[src/rtl/vga_pkg.sv]
// VGA 640x480@60 timing constants, lock FSM states and a wrap helper.
package vga_pkg;

  localparam int VGA_H_ACTIVE = 640;
  localparam int VGA_H_FPORCH = 16;
  localparam int VGA_H_PULSE  = 96;
  localparam int VGA_H_MAX    = 800;
  localparam int VGA_V_ACTIVE = 480;
  localparam int VGA_V_FPORCH = 10;
  localparam int VGA_V_PULSE  = 2;
  localparam int VGA_V_MAX    = 525;

  typedef enum logic [1:0] {
    SEARCH  = 2'd0,
    ACQUIRE = 2'd1,
    LOCKED  = 2'd2
  } state_t;

  function automatic logic [9:0] wrap_inc(
    input logic [9:0] v,
    input logic [9:0] last
  );
    return (v == last) ? 10'd0 : v + 10'd1;
  endfunction

endpackage

[src/rtl/sync_edge_detector.sv]
// Two-flop synchronizer with rise/fall strobes; idles high.
module sync_edge_detector (
  input  logic clk,
  input  logic rst,
  input  logic sig,
  output logic rise,
  output logic fall
);

  logic s1, s2, s3;

  always_ff @(posedge clk or posedge rst) begin
    if (rst) begin
      s1 <= 1'b1;
      s2 <= 1'b1;
      s3 <= 1'b1;
    end else begin
      s1 <= sig;
      s2 <= s1;
      s3 <= s2;
    end
  end

  assign rise = s2 & ~s3;
  assign fall = ~s2 & s3;

endmodule

[src/rtl/vga_sync_decoder.sv]
// Recovers pixel column/row from VGA sync pulses and tracks lock quality.
module vga_sync_decoder
  import vga_pkg::*;
#(
  parameter int H_ACTIVE = VGA_H_ACTIVE,
  parameter int H_FPORCH = VGA_H_FPORCH,
  parameter int H_PULSE  = VGA_H_PULSE,
  parameter int H_MAX    = VGA_H_MAX,
  parameter int V_ACTIVE = VGA_V_ACTIVE,
  parameter int V_FPORCH = VGA_V_FPORCH,
  parameter int V_PULSE  = VGA_V_PULSE,
  parameter int V_MAX    = VGA_V_MAX
) (
  input  logic       i_Clk,
  input  logic       i_Reset,
  input  logic       i_VGA_HSync,
  input  logic       i_VGA_VSync,
  input  logic [8:0] i_VGA_Color,
  output logic       o_Locked,
  output logic [9:0] o_Column,
  output logic [9:0] o_Row,
  output logic       o_Pixel_Valid,
  output logic [8:0] o_Color,
  output logic       o_Frame_Start,
  output logic [7:0] o_Error_Count
);

  localparam logic [9:0] H_FALL = 10'(H_ACTIVE + H_FPORCH);
  localparam logic [9:0] H_RISE = 10'(H_ACTIVE + H_FPORCH + H_PULSE);
  localparam logic [9:0] V_FALL = 10'(V_ACTIVE + V_FPORCH);
  localparam logic [9:0] V_RISE = 10'(V_ACTIVE + V_FPORCH + V_PULSE);
  localparam logic [9:0] H_LAST = 10'(H_MAX - 1);
  localparam logic [9:0] V_LAST = 10'(V_MAX - 1);
  localparam int         TW     = $clog2(2 * H_MAX + 1);

  logic          h_rise, h_fall, v_rise, v_fall;
  logic [8:0]    c1, c2, c3;
  logic [9:0]    col, row;
  logic [9:0]    col_inc, row_inc;
  logic [9:0]    col_n, row_n;
  logic [TW-1:0] tmo_cnt;
  logic          tmo, mism, bad;
  logic [7:0]    err_cnt;
  state_t        state;
  logic          valid;

  sync_edge_detector u_hs (
    .clk  (i_Clk),
    .rst  (i_Reset),
    .sig  (i_VGA_HSync),
    .rise (h_rise),
    .fall (h_fall)
  );

  sync_edge_detector u_vs (
    .clk  (i_Clk),
    .rst  (i_Reset),
    .sig  (i_VGA_VSync),
    .rise (v_rise),
    .fall (v_fall)
  );

  // Mismatch checks use the free-running (pre-force) count.
  always_comb begin
    col_inc = wrap_inc(col, H_LAST);
    row_inc = (col == H_LAST) ? wrap_inc(row, V_LAST) : row;
    col_n   = col_inc;
    row_n   = row_inc;
    if (h_fall) col_n = H_FALL;
    if (v_fall) begin
      row_n = V_FALL;
      col_n = '0;
    end
    mism = (h_fall && col_inc != H_FALL)
         | (h_rise && col_inc != H_RISE)
         | (v_fall && (row_inc != V_FALL || col_inc != '0))
         | (v_rise && (row_inc != V_RISE || col_inc != '0));
    tmo  = !h_fall && (tmo_cnt == TW'(2 * H_MAX - 1));
    bad  = mism | tmo;
  end

  always_ff @(posedge i_Clk or posedge i_Reset) begin
    if (i_Reset) begin
      col     <= '0;
      row     <= '0;
      tmo_cnt <= '0;
      c1      <= '0;
      c2      <= '0;
      c3      <= '0;
    end else begin
      col     <= col_n;
      row     <= row_n;
      tmo_cnt <= (h_fall || tmo) ? '0 : tmo_cnt + 1'b1;
      c1      <= i_VGA_Color;
      c2      <= c1;
      c3      <= c2;
    end
  end

  always_ff @(posedge i_Clk or posedge i_Reset) begin
    if (i_Reset) begin
      state   <= SEARCH;
      err_cnt <= '0;
    end else begin
      unique case (state)
        SEARCH: if (v_fall) state <= ACQUIRE;
        ACQUIRE, LOCKED: begin
          if (bad) begin
            state <= SEARCH;
            if (err_cnt != 8'hFF) err_cnt <= err_cnt + 8'd1;
          end else if (v_fall) begin
            state <= LOCKED;
          end
        end
        default: state <= SEARCH;
      endcase
    end
  end

  assign valid = (state == LOCKED)
               && (col < 10'(H_ACTIVE))
               && (row < 10'(V_ACTIVE));

  always_ff @(posedge i_Clk or posedge i_Reset) begin
    if (i_Reset) begin
      o_Locked      <= 1'b0;
      o_Column      <= '0;
      o_Row         <= '0;
      o_Pixel_Valid <= 1'b0;
      o_Color       <= '0;
      o_Frame_Start <= 1'b0;
      o_Error_Count <= '0;
    end else begin
      o_Locked      <= (state == LOCKED);
      o_Column      <= col;
      o_Row         <= row;
      o_Pixel_Valid <= valid;
      o_Color       <= valid ? c3 : 9'd0;
      o_Frame_Start <= (state == LOCKED) && col == '0 && row == '0;
      o_Error_Count <= err_cnt;
    end
  end

endmodule

[config.mk]
export PLATFORM = sky130hd
export DESIGN_NAME = vga_sync_decoder
export DESIGN_NICKNAME = d
export VERILOG_FILES = /design/src/rtl/vga_pkg.sv /design/src/rtl/sync_edge_detector.sv /design/src/rtl/vga_sync_decoder.sv
export SDC_FILE = /design/constraint.sdc
export NUM_CORES = 1
export LEC_CHECK = 0
export CAP_MARGIN = 10
export CELL_PAD_IN_SITES_DETAIL_PLACEMENT = 1
export CELL_PAD_IN_SITES_GLOBAL_PLACEMENT = 1
export CORE_MARGIN = 2
export CORE_UTILIZATION = 45
export CTS_CLUSTER_DIAMETER = 30
export DETAILED_ROUTE_END_ITERATION = 12
export PLACE_DENSITY_LB_ADDON = 0.15
export RECOVER_POWER = 50
export SYNTH_ARGS = -nofsm -noshare
export SYNTH_HDL_FRONTEND = slang
export SYNTH_SLANG_ARGS = --single-unit
export TNS_END_PERCENT = 30
[constraint.sdc]
create_clock -name i_Clk -period 3.8 [get_ports i_Clk]
set_input_delay 0.57 -clock i_Clk [delete_from_list [all_inputs] [get_ports i_Clk]]
set_output_delay 0.57 -clock i_Clk [all_outputs]
set_load 0.05 [all_outputs]
==> metrics.cfg, run 1 <==
[worst_setup_path]
critPathArrivalTime_ns = 3.46
reg2reg_from = col[0]
reg2reg_depth = 9
crit-reg2reg-capture = err_cnt[1]
cp_max_fo = 9
worstSetupPathType = reg2reg
worstSetupStartpoint = col[0]
worst_ep_required_time_ns = 4.19
cp-start-kind = flip-flop
end_kind = flip-flop
r2r_setup_slack_ns = 0.73

[cells_and_area]
area_delta_synth_final_pct = 27.1
drive_above_1_share_pct = 12.4
multi_input_area_mm2 = 0.00160
diodes = 0
nFillCells = 980
nNetsFinal = 451
seq_area_mm2 = 0.00286
stdcell_count = 575
design_area_mm2 = 0.00585

[place]
place_area_mm2 = 0.00523
place_inst = 544
gp_congestion = 0.870
dpl.hpwl_um = 7080
portBuffers = 52

[synthesis]
syn_area_per_cell_um2 = 12.4
synth_flop_cell = dfrtp_1
seq_area_frac_synth_pct = 62.2
yosys.area.top_type_share_pct = 58.7
synth_nets = 391
syn_area_mm2 = 0.00460
netlist_instances = 370
async_flop_share_pct = 100
synth-seq-cells = 114
synth.distinct_cells = 67
synth_edf_count = 0
synthTopCellsByArea = dfrtp_1, dfstp_2, xnor2_1, ha_1, nor2_1
yosysWarnings = 0
yosys.area.top_type = dfrtp_1

[timing]
skew_ns = 0.00958
worstMarginPinSlew_ns = 2.38
fin_setup_tns_ns = 0
drv_slew = 67
finalSetupViolCount = 0
fmax_ghz = 0.326
whs_ns = 0.345
finalCritPeriodShare_pct = 80.7
timing.final.hold_violations = 0
rsz0062_at_grt = no
period_needed_ns = 3.07
max_slew_margin_pct = -58.9

[power_and_ir_drop]
max-vdd-ir-drop_mv = 0.516
power_density_mw_per_mm2 = 620
leakage_nw = 2.47
power_mw = 3.63

[global_routing]
grt_pass1_vias = 3447
grt_overflow = 0
track_usage_pct = 20.7
grt_max_degree = 67
antenna_found_initial = 0
grt_pass1_wl_um = 17300

[clocking]
htree_levels = 4
cts_sinks = 114
insertion_delay_ns = 0.52
cts_buffers = 17
clockBufferDepth = 2
cts_hold_buf = 0
cts-root-buf = clkbuf_8
cts_tree = done
post-cts-setup-buffers = 0
clk_pin_slew_ns = 0.05
cts_resized = 0

[floorplanning]
initial_core_util_pct = 46.7
fp.dieW_um = 105
die-area_mm2 = 0.0111
rows = 36
core_area_mm2 = 0.00986
die_height_um = 105
io_pins = 53

[hold_path]
hold_class = reg2reg
holdPathStages = 0
worstHoldStart = c2[7]
whs_endpoint = c3[7]

[status]
violations = capacitance limit, slew limit
status = finished with violations

[route]
wl_per_cell_um = 17.7
vias = 3114
route.detailed.drc = 0
drtIter0Drc = 73
viasPerCell = 5.42
wl_um = 10200
antenna_left = 0
first_pass_iters = 4

[run]
cap_violations = 1

==> sequential cells by signal, indices dropped and copies added (netlist names), 2 cells and up <==
signal	flops
o_Column	10
tmo_cnt	11
state	2
col	10
row	10
o_Error_Count	8
o_Row	10
c3	9
c1	9
c2	9
err_cnt	8
o_Color	9
==> cells in the final DEF, fill, tap and decap left out, drive strengths merged, types with 9 or more instances in the layout <==
cell type	n
a21oi	13
and2	13
inv	12
o21ai	11
clkdlybuf4s50	40
nand4	10
nor2	27
nand2	19
clkbuf	23
nand3	18
xnor2	16
dlygate4sd3	12
xor2	9
dfrtp	108
==> cells in the mapped netlist, types with 2 or more instances <==
cell type    n
dfrtp_1    108
nor2_1      26
nand2_1     19
nand3_1     17
xnor2_1     16
and2_1      13
a21oi_1     12
inv_1       12
xor2_1       9
and3_1       8
ha_1         8
o21ai_0      8
nand4_1      7
clkbuf_1     6
dfstp_2      6
o2111ai_1    6
or3_1        6
nor3_1       5
a31oi_1      4
buf_4        4
nand2b_1     4
nor2b_1      4
nor4_1       4
o211ai_1     4
and4_1       3
buf_6        3
nor3b_1      3
a211o_1      2
nand3b_1     2
nand4_2      2
nand4b_1     2
o21ai_1      2
==> where the power goes <==
part	internal [mW]	switching (mW)	leakage, nW	total, mW
clock	1.16	0.513	0.308	1.67
sequential	1.34	0.0954	1.40	1.44
combinational	0.188	0.334	0.762	0.522
==> kinds of logic (layout without fill, tap and decap cells) <==
logic type	count (synthesis)	count (layout)	share of synthesized area, %
and+or+nand+nor	135	135	17.5
AOI/OAI and AO/OA	57	57	9.52
buffers and inverters	28	100	3.15
xor gates and xnor gates	25	25	4.76
muxes	3	3	0.707
DFF	114	114	62.2
adders and majority gates	8	8	2.18
==> how the worst max path moves through the flow <==
stage | to | slack, ns | depth (start not counted)
floorplan | c1[0] | 0.22 | 1
global placement | err_cnt[1] | 0.87 | 9
detailed placement | err_cnt[1] | 0.72 | 9
CTS | err_cnt[1] | 0.71 | 9
global route | o_Column[3] | 0.32 | 3
finish | err_cnt[1] | 0.73 | 9
==> worst max-delay path: stages (launching register included) <==
cell	delay (ns)
dfrtp_1	0.46
ha_1	0.34
and4_1	0.41
nand4_4	0.15
a21o_1	0.17
a211o_1	0.33
nor4_4	0.34
o32ai_4	0.17
o21ai_2	0.23
mux2_1	0.34
==> layer usage <==
metal | global-route usage, % | wire [um]
met1 | 24.5 | 4270
met2 | 34.5 | 5290
met3 | 6.61 | 391
met4 | 9.43 | 242
met5 | 0 | 0
==> cell type report <==
| class | count | area share [%] |
|---|---|---|
| multi-input combinational | 228 | 27.3 |
| timing repair buffer | 57 | 9.43 |
| clock buffer | 21 | 7.68 |
| tap | 133 | 2.84 |
| clock inverter | 10 | 3.10 |
| inverter | 12 | 0.770 |
| sequential | 114 | 48.9 |
==> stage by stage <==
step	util, %	setup WS, ns
after floorplan	-	0.224
after global placement	53.0	0.868
after detailed placement	53.0	0.719
after CTS	59.4	0.707
after global routing	59.3	0.321
final	59.3	0.733
Note: power is estimated with default switching activity, not from simulation.
==> run 2: changes to the inputs <==
- CORE_UTILIZATION: 45 -> 41
- clock period: 3.8 -> 2.8 ns (I/O delays scaled with it)
==> run 2 against run 1 <==
Effect of this change:
- the run now ends clean
- largest power group unchanged
- critical path type unchanged
- global-route usage is 0.077 points lower
- maximum frequency is 13% higher
- utilization is 1.3 points lower
==> metrics.cfg, run 2 (synthesis gave the netlist of run 1 again) <==
[timing]
timing.final.hold_violations = 0  ; unchanged
max_slew_margin_pct = 50.2  ; +110 points
fmax_ghz = 0.368  ; +13%
skew_ns = 0.00875  ; -0.000832 ns
worstMarginPinSlew_ns = 0.744  ; -1.64 ns
finalSetupViolCount = 0  ; unchanged
finalCritPeriodShare_pct = 97.0  ; +16 points
whs_ns = 0.327  ; -0.0175 ns
period_needed_ns = 2.71  ; -0.353 ns
rsz0062_at_grt = yes
drv_slew = 0  ; -100%

[global_routing]
grt_overflow = 0  ; unchanged
grt_pass1_vias = 3471  ; +0.70%
antenna_found_initial = 0  ; unchanged
track_usage_pct = 20.6  ; -0.077 points
grt_pass1_wl_um = 18000  ; +4.1%
grt_max_degree = 39  ; -42%

[clocking]
cts_tree = done
htree_levels = 4  ; unchanged
cts-root-buf = clkbuf_8
cts_hold_buf = 0  ; unchanged
insertion_delay_ns = 0.52  ; about the same
cts_sinks = 114  ; unchanged
clk_pin_slew_ns = 0.06  ; about the same
clockBufferDepth = 2  ; unchanged
cts_buffers = 17  ; unchanged

[worst_setup_path]
cpMostUsedCell = buf_4
critPathArrivalTime_ns = 3.16  ; -0.30 ns
end_kind = flip-flop
slowest_delay_ns = 0.54  ; +0.08 ns
cp-start-kind = flip-flop
crit_path_cell_trace = nand3_1, buf_4, nor2_1, a32o_1, o2111ai_2, nor4_4, o32ai_4, buf_4, o31a_1, a21oi_2
cp_max_fo = 9  ; unchanged
slowest_stage = dfrtp_1
worst_ep_required_time_ns = 3.24  ; -0.95 ns
worstSetupPathType = reg2reg

[floorplanning]
initial_core_util_pct = 42.3  ; -4.4 points
die_height_um = 110  ; +4.6%
fp.dieW_um = 110  ; +4.6%
rows = 38  ; +5.6%
core_area_mm2 = 0.0109  ; +10%
die-area_mm2 = 0.0121  ; +9.4%
io_pins = 53  ; unchanged

[hold_path]
hold_class = in2async

[cells_and_area]
largest_reg_flops = 11  ; unchanged
final_common_cell = dfrtp_1
layout_common_cells = dfrtp_1, buf_4, clkdlybuf4s50_1, nor2_1, nand2_1
stdcell_count = 627  ; +9.0%
nNetsFinal = 495  ; +9.8%
area_delta_synth_final_pct = 37.3
drive_above_1_share_pct = 25.9  ; +13 points
diodes = 0  ; unchanged
regMostFlops = tmo_cnt
post-route-util_pct = 58.0  ; -1.3 points

[power_and_ir_drop]
max-vdd-ir-drop_mv = 0.588  ; +14%
p_clk_share_pct = 42.0  ; -4.0 points
power_switching_mw = 1.37  ; +46%
p_comb_share_pct = 16.7  ; +2.3 points
swShare_pct = 29.1  ; +3.1 points
seqPwrFrac_pct = 41.2  ; +1.6 points
intPower_mw = 3.35  ; +25%
leakage_nw = 2.67  ; +8.0%
power_density_mw_per_mm2 = 747  ; +20%
power_mw = 4.72  ; +30%

[route]
first_pass_iters = 4  ; unchanged
drtIter0Drc = 129  ; +77%
wl_um = 11600  ; +13%
route.detailed.drc = 0  ; unchanged
antenna_left = 0  ; unchanged
viasPerCell = 5.34  ; -1.3%
vias = 3350  ; +7.6%
wl_per_cell_um = 18.4  ; +4.0%

[place]
place_inst = 579  ; +6.4%
gp_congestion = 0.889  ; +2.2%
portBuffers = 52  ; unchanged
dpl.hpwl_um = 7660  ; +8.2%

[run]
cap_violations = 0  ; -1

[status]
status = finished clean

==> run 2: cell types whose count changed in the layout (fill, tap and decap cells not counted), sizes merged <==
cell,before,now
inv,12,13
clkinv,4,6
buf,3,48
clkbuf,23,21
clkdlybuf4s50,40,41
clkinvlp,1,4
bufinv,5,1
dlygate4sd3,12,11
==> run 2: per-layer routing <==
layer | vias to the layer above | part of all wire, % | GRT usage, %
li1 | 1527 | - | -
met1 | 1728 | 40 | 24.9
met3 | 18 | 4.4 | 5.10
met5 | - | 0 | 0
met4 | 0 | 2.2 | 10.8
met2 | 77 | 53 | 34.0
==> run 2: layout make-up <==
class | instances | area, um2
multi-input combinational | 228 | 1750
clock inverter | 12 | 108
tap | 140 | 175
inverter | 12 | 48.8
clock buffer | 20 | 445
sequential | 114 | 2870
timing repair buffer | 101 | 925
fill | 1119 | 4570
==> run 2: final timing paths <==
check	start	endpoint	slack [ns]	depth (start not counted)
max in group asynchronous	i_Reset	u_hs.s3	1.83	3
worst min register to register	c2[0]	c3[0]	0.35	0
worst max register to register	col[4]	state[1]	0.09	10
worst max-delay path	col[4]	state[1]	0.09	10
min in group i_Clk	c2[0]	c3[0]	0.35	0
worst min-delay path	i_Reset	err_cnt[1]	0.33	2
==> run 2: power by group through the flow <==
stage	combinational, mW	sequential, mW	clock [mW]
global placement	0.738	1.95	0
global route	0.851	1.97	2.09
CTS	0.768	1.94	2.03
floorplan	0.303	2.13	0
detailed placement	0.761	1.96	0
finish	0.791	1.95	1.98
==> run 2: worst max-delay path: cells and delay by family (launching register included) <==
kind	cells	cell delay, ns
compound gates	5	1.04
buf+inv	2	0.35
flops	1	0.54
simple gates	3	0.71
==> run 2: stage by stage <==
| step | setup slack [ns] | TNS, ns | instance area [um2] |
|---|---|---|---|
| after floorplan | 0.0182 | 0 | 4610 |
| after global placement | 0.0704 | 0 | 5470 |
| after detailed placement | -0.0184 | -0.0302 | 5470 |
| after CTS | 0.00856 | 0 | 6050 |
| after global routing | -0.0190 | -0.0968 | 6320 |
| final | 0.0854 | 0 | 6320 |
==> run 2: timing repair <==
item	4_1_cts	5_1_grt
pin swaps	1	14
buffers inserted	2	14
gates resized for setup	3	32
endpoints found under the setup margin	5	8
